### src/rtl/multicycle_controller_if.sv
// Controller <-> datapath/memory bundle for the multi-cycle RV32I controller.
// master : the controller (consumes IR/handshakes/ALU flags, drives enables).
// slave  : the datapath and memories.
// Signals:
//   inst        IR contents, valid from DECODE onward
//   imem_ready  instruction memory data valid
//   dmem_ready  data memory access complete
//   alu_zero    ALU result == 0
//   alu_lsb     ALU result bit 0
//   ALUControl  ALU operation (zero-extended 4-bit code)
//   regwe/dmemwe/regsel/rs2sel  register-file / data-memory / mux controls
//   imem_req/dmem_req           memory requests
//   ir_we/pc_we/pc_sel          IR load, PC update, PC source (0 = PC+4)
//   illegal/fault               sticky illegal-instruction / memory-timeout flags
interface multicycle_controller_if #(
  parameter int unsigned ALUCTL_W = 4
);
  logic [31:0]         inst;
  logic                imem_ready;
  logic                dmem_ready;
  logic                alu_zero;
  logic                alu_lsb;
  logic [ALUCTL_W-1:0] ALUControl;
  logic                regwe;
  logic                dmemwe;
  logic                regsel;
  logic                rs2sel;
  logic                imem_req;
  logic                dmem_req;
  logic                ir_we;
  logic                pc_we;
  logic                pc_sel;
  logic                illegal;
  logic                fault;

  modport master (
    input  inst, imem_ready, dmem_ready, alu_zero, alu_lsb,
    output ALUControl, regwe, dmemwe, regsel, rs2sel,
           imem_req, dmem_req, ir_we, pc_we, pc_sel, illegal, fault
  );

  modport slave (
    output inst, imem_ready, dmem_ready, alu_zero, alu_lsb,
    input  ALUControl, regwe, dmemwe, regsel, rs2sel,
           imem_req, dmem_req, ir_we, pc_we, pc_sel, illegal, fault
  );
endinterface

### src/rtl/multicycle_controller.sv
// Multi-cycle RV32I controller: Moore FSM sequencing FETCH, DECODE, EXEC,
// MEM and WB with wait-state tolerant memory handshakes, illegal-encoding
// detection and memory-timeout detection. TRAP is terminal until reset.
// Optional feature macro: MULTICYCLE_BRANCH_EN (conditional branches).
// Ports:
//   clk    rising-edge clock
//   reset  asynchronous active-low reset
//   bus    multicycle_controller_if.master (IR, handshakes, ALU flags in;
//          datapath enables, requests and sticky flags out)
// Outputs are combinational from state and IR; only ir_we and pc_we (in MEM)
// are additionally qualified by the memory ready inputs.
module multicycle_controller #(
  parameter int unsigned ALUCTL_W = 4,
  parameter int unsigned TIMEOUT  = 15
) (
  input logic                      clk,
  input logic                      reset,
  multicycle_controller_if.master  bus
);

  localparam int unsigned CNT_W = 8;
  localparam int unsigned OP_W  = 7;

  localparam logic [3:0] ALU_ADD  = 4'b0000;
  localparam logic [3:0] ALU_SUB  = 4'b0001;
  localparam logic [3:0] ALU_AND  = 4'b0010;
  localparam logic [3:0] ALU_OR   = 4'b0011;
  localparam logic [3:0] ALU_XOR  = 4'b0100;
  localparam logic [3:0] ALU_SLL  = 4'b0101;
  localparam logic [3:0] ALU_SRL  = 4'b0110;
  localparam logic [3:0] ALU_SRA  = 4'b0111;
  localparam logic [3:0] ALU_SLTU = 4'b1001;
  localparam logic [3:0] ALU_SLT  = 4'b1010;

  localparam logic [OP_W-1:0] OP_R      = 7'b0110011;
  localparam logic [OP_W-1:0] OP_I      = 7'b0010011;
  localparam logic [OP_W-1:0] OP_LOAD   = 7'b0000011;
  localparam logic [OP_W-1:0] OP_STORE  = 7'b0100011;
  localparam logic [OP_W-1:0] OP_BRANCH = 7'b1100011;

  typedef enum logic [2:0] {
    S_IDLE, S_FETCH, S_DECODE, S_EXEC, S_MEM, S_WB, S_TRAP
  } state_e;

  typedef enum logic [2:0] {
    C_ILL, C_R, C_I, C_LOAD, C_STORE, C_BRANCH
  } cls_e;

  state_e           state_q, state_d;
  logic [CNT_W-1:0] wait_cnt_q, wait_cnt_d;
  logic             illegal_q, illegal_d;
  logic             fault_q, fault_d;

  logic [31:0]      inst;
  logic [OP_W-1:0]  opcode;
  logic [2:0]       funct3;
  logic [6:0]       funct7;
  cls_e             cls;
  logic [3:0]       alu_code;
  logic             br_taken;
  logic [CNT_W-1:0] wait_inc;
  logic             wait_expired;
  logic             unused_bits;

  logic [3:0]       alu_c;
  logic             regwe_c, dmemwe_c, regsel_c, rs2sel_c;
  logic             imem_req_c, dmem_req_c, ir_we_c, pc_we_c, pc_sel_c;

  assign inst   = bus.inst;
  assign opcode = inst[6:0];
  assign funct3 = inst[14:12];
  assign funct7 = inst[31:25];

  // Register indices and immediates belong to the datapath.
`ifdef MULTICYCLE_BRANCH_EN
  assign unused_bits = ^{inst[24:15], inst[11:7]};
`else
  assign unused_bits = ^{inst[24:15], inst[11:7], bus.alu_zero, bus.alu_lsb};
`endif

  // Instruction class, ALU operation and branch outcome from the IR.
  always_comb begin
    cls      = C_ILL;
    alu_code = ALU_ADD;
    br_taken = 1'b0;
    case (opcode)
      OP_R: begin
        cls = C_R;
        case ({funct7, funct3})
          {7'h00, 3'b000}: alu_code = ALU_ADD;
          {7'h20, 3'b000}: alu_code = ALU_SUB;
          {7'h00, 3'b001}: alu_code = ALU_SLL;
          {7'h00, 3'b010}: alu_code = ALU_SLT;
          {7'h00, 3'b011}: alu_code = ALU_SLTU;
          {7'h00, 3'b100}: alu_code = ALU_XOR;
          {7'h00, 3'b101}: alu_code = ALU_SRL;
          {7'h20, 3'b101}: alu_code = ALU_SRA;
          {7'h00, 3'b110}: alu_code = ALU_OR;
          {7'h00, 3'b111}: alu_code = ALU_AND;
          default:         cls      = C_ILL;
        endcase
      end
      OP_I: begin
        cls = C_I;
        case (funct3)
          3'b000: alu_code = ALU_ADD;
          3'b010: alu_code = ALU_SLT;
          3'b011: alu_code = ALU_SLTU;
          3'b100: alu_code = ALU_XOR;
          3'b110: alu_code = ALU_OR;
          3'b111: alu_code = ALU_AND;
          // Shift-immediates reuse funct7 as an encoding qualifier.
          3'b001: begin
            alu_code = ALU_SLL;
            if (funct7 != 7'h00) cls = C_ILL;
          end
          default: begin
            if (funct7 == 7'h00)      alu_code = ALU_SRL;
            else if (funct7 == 7'h20) alu_code = ALU_SRA;
            else                      cls      = C_ILL;
          end
        endcase
      end
      OP_LOAD: begin
        if (funct3 == 3'b011 || funct3 == 3'b110 || funct3 == 3'b111) cls = C_ILL;
        else                                                           cls = C_LOAD;
      end
      OP_STORE: begin
        if (funct3 <= 3'b010) cls = C_STORE;
        else                  cls = C_ILL;
      end
`ifdef MULTICYCLE_BRANCH_EN
      OP_BRANCH: begin
        cls = C_BRANCH;
        case (funct3)
          3'b000: begin alu_code = ALU_SUB;  br_taken =  bus.alu_zero; end
          3'b001: begin alu_code = ALU_SUB;  br_taken = !bus.alu_zero; end
          3'b100: begin alu_code = ALU_SLT;  br_taken =  bus.alu_lsb;  end
          3'b101: begin alu_code = ALU_SLT;  br_taken = !bus.alu_lsb;  end
          3'b110: begin alu_code = ALU_SLTU; br_taken =  bus.alu_lsb;  end
          3'b111: begin alu_code = ALU_SLTU; br_taken = !bus.alu_lsb;  end
          default: cls = C_ILL;
        endcase
      end
`endif
      default: cls = C_ILL;
    endcase
  end

  // Count never exceeds TIMEOUT-1 (<= 254), so the increment cannot wrap.
  assign wait_inc     = wait_cnt_q + CNT_W'(1);
  assign wait_expired = (wait_inc == CNT_W'(TIMEOUT));

  // State, wait counter and sticky flags.
  always_ff @(posedge clk or negedge reset) begin
    if (!reset) begin
      state_q    <= S_IDLE;
      wait_cnt_q <= '0;
      illegal_q  <= 1'b0;
      fault_q    <= 1'b0;
    end else begin
      state_q    <= state_d;
      wait_cnt_q <= wait_cnt_d;
      illegal_q  <= illegal_d;
      fault_q    <= fault_d;
    end
  end

  // Next state; the counter is zero unless waiting in FETCH/MEM, so every
  // entry into those states starts a fresh count.
  always_comb begin
    state_d    = state_q;
    wait_cnt_d = '0;
    illegal_d  = illegal_q;
    fault_d    = fault_q;
    case (state_q)
      S_IDLE: state_d = S_FETCH;
      S_FETCH: begin
        if (bus.imem_ready) begin
          state_d = S_DECODE;
        end else if (wait_expired) begin
          state_d = S_TRAP;
          fault_d = 1'b1;
        end else begin
          wait_cnt_d = wait_inc;
        end
      end
      S_DECODE: begin
        if (cls == C_ILL) begin
          state_d   = S_TRAP;
          illegal_d = 1'b1;
        end else begin
          state_d = S_EXEC;
        end
      end
      S_EXEC: begin
        case (cls)
          C_R, C_I:         state_d = S_WB;
          C_LOAD, C_STORE:  state_d = S_MEM;
          C_BRANCH:         state_d = S_FETCH;
          default: begin
            state_d   = S_TRAP;
            illegal_d = 1'b1;
          end
        endcase
      end
      S_MEM: begin
        if (bus.dmem_ready) begin
          state_d = (cls == C_STORE) ? S_FETCH : S_WB;
        end else if (wait_expired) begin
          state_d = S_TRAP;
          fault_d = 1'b1;
        end else begin
          wait_cnt_d = wait_inc;
        end
      end
      S_WB:    state_d = S_FETCH;
      default: state_d = S_TRAP;
    endcase
  end

  // Moore outputs; ready only qualifies the IR load and the store's PC update.
  always_comb begin
    alu_c      = ALU_ADD;
    regwe_c    = 1'b0;
    dmemwe_c   = 1'b0;
    regsel_c   = 1'b0;
    rs2sel_c   = 1'b0;
    imem_req_c = 1'b0;
    dmem_req_c = 1'b0;
    ir_we_c    = 1'b0;
    pc_we_c    = 1'b0;
    pc_sel_c   = 1'b0;
    case (state_q)
      S_FETCH: begin
        imem_req_c = 1'b1;
        ir_we_c    = bus.imem_ready;
      end
      S_EXEC: begin
        alu_c    = alu_code;
        rs2sel_c = (cls == C_I) || (cls == C_LOAD) || (cls == C_STORE);
        if (cls == C_BRANCH) begin
          pc_we_c  = 1'b1;
          pc_sel_c = br_taken;
        end
      end
      S_MEM: begin
        dmem_req_c = 1'b1;
        rs2sel_c   = 1'b1;
        dmemwe_c   = (cls == C_STORE);
        pc_we_c    = (cls == C_STORE) && bus.dmem_ready;
      end
      S_WB: begin
        regwe_c  = 1'b1;
        pc_we_c  = 1'b1;
        regsel_c = (cls == C_LOAD);
      end
      default: ;
    endcase
  end

  assign bus.ALUControl = ALUCTL_W'(alu_c);
  assign bus.regwe      = regwe_c;
  assign bus.dmemwe     = dmemwe_c;
  assign bus.regsel     = regsel_c;
  assign bus.rs2sel     = rs2sel_c;
  assign bus.imem_req   = imem_req_c;
  assign bus.dmem_req   = dmem_req_c;
  assign bus.ir_we      = ir_we_c;
  assign bus.pc_we      = pc_we_c;
`ifdef MULTICYCLE_BRANCH_EN
  assign bus.pc_sel     = pc_sel_c;
`else
  assign bus.pc_sel     = 1'b0;
`endif
  assign bus.illegal    = illegal_q;
  assign bus.fault      = fault_q;

endmodule
### src/flat_wrapper.sv
// flat-port wrapper written by rule: the top's interface ports become plain ports
module multicycle_controller_flat 
#(
  parameter int unsigned ALUCTL_W = 4,
  parameter int unsigned TIMEOUT  = 15
)
  (clk, reset, bus_inst, bus_imem_ready, bus_dmem_ready, bus_alu_zero, bus_alu_lsb, bus_ALUControl, bus_regwe, bus_dmemwe, bus_regsel, bus_rs2sel, bus_imem_req, bus_dmem_req, bus_ir_we, bus_pc_we, bus_pc_sel, bus_illegal, bus_fault);
  multicycle_controller_if #(.ALUCTL_W(ALUCTL_W)) bus_i ();
  input logic clk;
  input logic reset;
  input wire logic [$bits(bus_i.inst)-1:0] bus_inst;
  input wire logic [$bits(bus_i.imem_ready)-1:0] bus_imem_ready;
  input wire logic [$bits(bus_i.dmem_ready)-1:0] bus_dmem_ready;
  input wire logic [$bits(bus_i.alu_zero)-1:0] bus_alu_zero;
  input wire logic [$bits(bus_i.alu_lsb)-1:0] bus_alu_lsb;
  output wire logic [$bits(bus_i.ALUControl)-1:0] bus_ALUControl;
  output wire logic [$bits(bus_i.regwe)-1:0] bus_regwe;
  output wire logic [$bits(bus_i.dmemwe)-1:0] bus_dmemwe;
  output wire logic [$bits(bus_i.regsel)-1:0] bus_regsel;
  output wire logic [$bits(bus_i.rs2sel)-1:0] bus_rs2sel;
  output wire logic [$bits(bus_i.imem_req)-1:0] bus_imem_req;
  output wire logic [$bits(bus_i.dmem_req)-1:0] bus_dmem_req;
  output wire logic [$bits(bus_i.ir_we)-1:0] bus_ir_we;
  output wire logic [$bits(bus_i.pc_we)-1:0] bus_pc_we;
  output wire logic [$bits(bus_i.pc_sel)-1:0] bus_pc_sel;
  output wire logic [$bits(bus_i.illegal)-1:0] bus_illegal;
  output wire logic [$bits(bus_i.fault)-1:0] bus_fault;
  assign bus_i.inst = bus_inst;
  assign bus_i.imem_ready = bus_imem_ready;
  assign bus_i.dmem_ready = bus_dmem_ready;
  assign bus_i.alu_zero = bus_alu_zero;
  assign bus_i.alu_lsb = bus_alu_lsb;
  assign bus_ALUControl = bus_i.ALUControl;
  assign bus_regwe = bus_i.regwe;
  assign bus_dmemwe = bus_i.dmemwe;
  assign bus_regsel = bus_i.regsel;
  assign bus_rs2sel = bus_i.rs2sel;
  assign bus_imem_req = bus_i.imem_req;
  assign bus_dmem_req = bus_i.dmem_req;
  assign bus_ir_we = bus_i.ir_we;
  assign bus_pc_we = bus_i.pc_we;
  assign bus_pc_sel = bus_i.pc_sel;
  assign bus_illegal = bus_i.illegal;
  assign bus_fault = bus_i.fault;
  multicycle_controller #(.ALUCTL_W(ALUCTL_W), .TIMEOUT(TIMEOUT)) u_core (.clk(clk), .reset(reset), .bus(bus_i));
endmodule
### config.mk
export PLATFORM = sky130hd
export DESIGN_NAME = multicycle_controller_flat
export DESIGN_NICKNAME = d
export VERILOG_FILES = /design/src/rtl/multicycle_controller_if.sv /design/src/rtl/multicycle_controller.sv /design/src/flat_wrapper.sv
export SDC_FILE = /design/constraint.sdc
export NUM_CORES = 1
export LEC_CHECK = 0
export CAP_MARGIN = 10
export CORE_ASPECT_RATIO = 0.6
export CORE_MARGIN = 2
export CORE_UTILIZATION = 40
export CTS_CLUSTER_DIAMETER = 80
export DETAILED_ROUTE_END_ITERATION = 10
export HOLD_SLACK_MARGIN = 0.1
export MAX_ROUTING_LAYER = met4
export PLACE_DENSITY = 0.86
export SYNTH_ARGS = -nofsm -noshare
export SYNTH_HDL_FRONTEND = slang
export SYNTH_SLANG_ARGS = --single-unit
### constraint.sdc
create_clock -name clk -period 4.2 [get_ports clk]
set_clock_uncertainty 0.05 [all_clocks]
set_input_delay 0.63 -clock clk [delete_from_list [all_inputs] [get_ports clk]]
set_output_delay 0.63 -clock clk [all_outputs]
set_load 0.02 [all_outputs]
# Word level (Yosys, flattened, before mapping)

Index checks and enable logic that the tools add are counted.

Register bits: 13
Input port bits: 38
Output and inout port bits: 15

$add $sub $neg: 1
Order comparisons: 1
Eq/ne operators: 35
Multiplexer cells: 41
Reductions and logical operators: 21

Operator list:

| kind                  | number |
|---|---|
| $eq A10 B3 Y1 const B | 4 |
| $pmux W4 S9           | 1 |
| $pmux W4 S7           | 1 |
| $mux W3               | 8 |
| $mux W8               | 3 |
| $eq A3 B3 Y1 const B  | 7 |
| $eq A7 B6 Y1 const B  | 3 |
| $eq A10 B2 Y1 const B | 2 |
| $eq A10 B9 Y1 const B | 2 |
| $eq A3 B2 Y1 const B  | 6 |
| $pmux W8 S2           | 1 |
| $pmux W3 S5           | 1 |
| $mux W1               | 13 |
| $pmux W3 S4           | 1 |
| $eq A10 B1 Y1 const B | 1 |
| $logic_not A10 Y1     | 1 |
| $reduce_or A10 Y1     | 1 |
| $eq A3 B1 Y1 const B  | 3 |
| $logic_not A3 Y1      | 3 |
| $pmux W3 S3           | 1 |
| $add A8 B1 Y8 const B | 1 |
| $eq A8 B4 Y1 const B  | 1 |
| $mux W4               | 2 |
| $pmux W4 S2           | 1 |
| other kinds (18)      | 31 |

# Longest topological paths before layout

Depth after elaboration: 9
Gate-level depth with buffers: 7
Mapped depth without buffers: 6

# Least setup slack after synthesis

OpenSTA, ideal clock, no wires.

Path kind: in2out
Start: input port bus_inst[3]
End: output port bus_ALUControl[1]
Arrival: 2.682 ns
Required time: 3.520 ns
Slack: 0.838 ns
Cell stages on the path: 4
Buffers on the path: 0
Cell sequence: or3_1 or3_1 or2_1 a2111oi_0

Longest elaborated chain between the ends: 3

Ends and longest elaborated chain:

| what                                                | line                         | source |
|---|---|---|
| from (decl)                                         | flat_wrapper.sv:11           | `input wire logic [$bits(bus_i.inst)-1:0] bus_inst;` |
| $eq A7 B5 Y1 / $eq A7 B6 Y1 (equally long branches) | multicycle_controller.sv:86  | `case (opcode)` |
| $pmux W4 S2 *                                       | multicycle_controller.sv:86  |  |
| $mux W4 *                                           | multicycle_controller.sv:234 | `case (state_q)` |
| to (decl)                                           | flat_wrapper.sv:16           | `output wire logic [$bits(bus_i.ALUControl)-1:0] bus_ALUControl;` |

Every way passes the cells marked *; elsewhere a longest branch is shown, timed or not.

# Worst setup path after layout

Same ends and word-level chain as after synthesis.

==> reports/qor.yml <==
run_status:
  status: "completed"
clocking:
  root_buffer: "clkbuf_8"
  cts.clk_slew.worst_paths_ps: 60
  cts_resized: 0
  clk_latency_ps: 250
  cts_sinks: 13
  cts_tree: "built"
  clockBufferDepth: 2
  cts_htree_levels: 1
  cts-buffers-inserted: 3
  ctsHoldBuffers: 0
  cts_setup_buffers: 0
logic_synthesis:
  avgSynthCellArea_um2: 7.957
  synth-main-ff-cell: "dfrtp_1"
  synthTopCellsByArea: "dfrtp_1 (32%), a211oi_1 (5.2%), nor2_1 (4.8%), a21oi_1 (3.9%), o21ai_0 (3.9%)"
  yosysTopAreaCellShare_pct: 31.94
  yosys_warnings: 0
  ys_ff_latch: 13
  yosysSeqAreaShare_pct: 31.94
  synth.distinct_cells: 43
  netlist_area_mm2: 0.001018
  ys_async_sr_fraction_pct: 100.0
  synth_largest_area_cell: "dfrtp_1"
  synthCells: 128
  synth_commonest_cells: "dfrtp_1 (13), nor2_1 (13), nand2_1 (9)"
  synth_edf_count: 0
  syn_nets: 168
placement:
  gp_congestion: 0.8061
  dp_hpwl_um: 2217
  io_buffers: 34
  post-place-ws_ps: 400.7
global_routing:
  grt_max_degree: 14
  grt_pass1_wl_um: 4781
  track_usage_pct: 20.58
  overflow: 0
  grt_pass1_vias: 1023
  grt_antenna_before_repair: 0
layout:
  fillerInstances: 217
  antennaDiodeCount: 0
  final_nets: 199
  drive_above_1_share_pct: 4.430
  syn2layout_area_growth_pct: 37.84
critical_path:
  cp_cell_sequence: "clkdlybuf4s50_1 -> or3_1 -> or3_1 -> or2_1 -> a2111oi_0 -> clkdlybuf4s50_1"
  critPathMaxStageDelay_ps: 690
  start_kind: "input port"
  critPathMaxFanout: 5
  crit_arrival_ps: 3110
  slowest_stage: "clkdlybuf4s50_1"
  critPathKind: "input port to output pin"
  critPathRequiredTime_ps: 3520
  critPathCaptureType: "output pin"
floorplanning:
  die_h_um: 43.09
  die_w_um: 69.15
  initial_core_util_pct: 41.53
  coreArea_mm2: 0.002452
  placementRows: 14
  dieArea_mm2: 0.002979
  io_pins: 53
power:
  p_comb_share_pct: 47.0
  p_leak_nw: 0.5359
  power_switching_w: 0.0002246
  power_density_mw_per_mm2: 399.7
  switching_share_pct: 40.03
  power_frac_clock_pct: 20.2
  pwr-share-seq_pct: 32.8
  vdd.ir_drop.worst_v: 0.0002183
  p_int_w: 0.0003365
route:
  num_vias: 1084
  drtIter0Drc: 121
  wire_per_inst_um: 14.70
  vias_per_cell: 5.705
  routed_wl_um: 2793
  first_pass_iters: 4
  ant_nets: 0
  drc_errors: 0
timing:
  finalHoldViolCount: 0
  finalWorstSetupSlack_ps: 414.0
  fmax_mhz: 264.1
  rsz0062_at_grt: "false"
  tns_ps: 0
  slew_violations: 0
  tightest_slew_ps: 630.6
  hold_slack_ps: 430.1
  max-slew-margin-rel_pct: 57.68
  post-route-period-util_pct: 90.14
  finalSetupViolCount: 0
  finalCriticalPeriod_ps: 3786
hold_path:
  hp-class: "register to register"
flow_run:
  drv_cap: 0
## sequential cells by signal (all words and copies together) (netlist names)
name                count
u_core.wait_cnt_q       8
u_core.bus.illegal      1
u_core.state_q          3
u_core.bus.fault        1
## layer usage
metal,wire (um),up-vias,part of all wire [%],track usage (%)
met4,32,0,1.1,5.098
met1,1302,505,47,28.24
met5,0,-,0,-
met3,169,5,6.1,4.276
li1,-,525,-,-
met2,1288,49,46,31.35
## layout by cell type (no fill, tap or decap), types with 2 or more instances in the layout
cell,instances
nand3_1,6
o21ai_0,8
or3_1,3
dfrtp_1,13
inv_1,6
a211oi_1,7
and3_1,4
o21ai_1,4
nor2_1,13
nor3_1,4
clkdlybuf4s50_1,34
clkbuf_8,3
xor2_1,3
o21bai_1,2
xnor2_1,2
nand2_1,9
ha_1,2
a21oi_1,8
nand2b_1,3
## worst paths after layout
kind                                 startpoint                   end  slack (ps)  cells after the start
max                                 bus_inst[3]     bus_ALUControl[1]         410                      6
min                            u_core.bus.fault      u_core.bus.fault         430                      1
max reg2reg                u_core.wait_cnt_q[0]     u_core.state_q[0]        1840                      6
min reg2reg                    u_core.bus.fault      u_core.bus.fault         430                      1
max in group asynchronous                 reset     u_core.state_q[2]        3020                      1
min in group asynchronous                 reset  u_core.wait_cnt_q[4]         700                      1
## cell families (layout without fill, tap and decap cells)
family | after synthesis | count (layout) | share of synthesized area, %
buf+inv | 15 | 45 | 6.633
fa+ha+maj | 2 | 2 | 2.457
flops | 13 | 13 | 31.94
xor+xnor | 6 | 6 | 7.004
simple gates | 52 | 52 | 27.15
compound gates | 39 | 39 | 24.45
other cells | 1 | 1 | 0.3682
## stage by stage
stage / std cells / instance area (um^2) / total power (W) / util [%]
2_1_floorplan: 128 / 1018 / 0.0003344 / -
4_1_cts: 190 / 1404 / 0.0005608 / 57.24
3_3_place_gp: 186 / 1358 / 0.0004341 / 55.36
5_1_grt: 190 / 1404 / 0.0005938 / 57.24
6_report: 190 / 1404 / 0.0005611 / 57.24
3_5_place_dp: 186 / 1358 / 0.0004466 / 55.36
## power by group through the flow
stage / Sequential, W / Combinational [W] / Clock (W)
global route: 0.000189 / 0.000284 / 0.000121
finish: 0.000184 / 0.000264 / 0.000113
global placement: 0.000181 / 0.000253 / 0
floorplan: 0.000167 / 0.000167 / 0
CTS: 0.000182 / 0.000263 / 0.000116
detailed placement: 0.000184 / 0.000262 / 0
## cell type report
class / instances / area [um^2] / area share (%)
clock buffers: 3 / 41.29 / 2.941
clock inverters: 1 / 5.005 / 0.3565
inverters: 7 / 26.28 / 1.872
multi-input cells: 100 / 625.6 / 44.56
flip-flops and latches: 13 / 325.3 / 23.17
well taps: 32 / 40.04 / 2.852
repair buffers: 34 / 340.3 / 24.24
## worst max-delay path: cells and delay by family
kind / cells / cell delay (ps)
compound gates: 1 / 310
buf+inv: 2 / 1080
simple gates: 3 / 1080
Note: power is estimated with default switching activity, not from simulation.
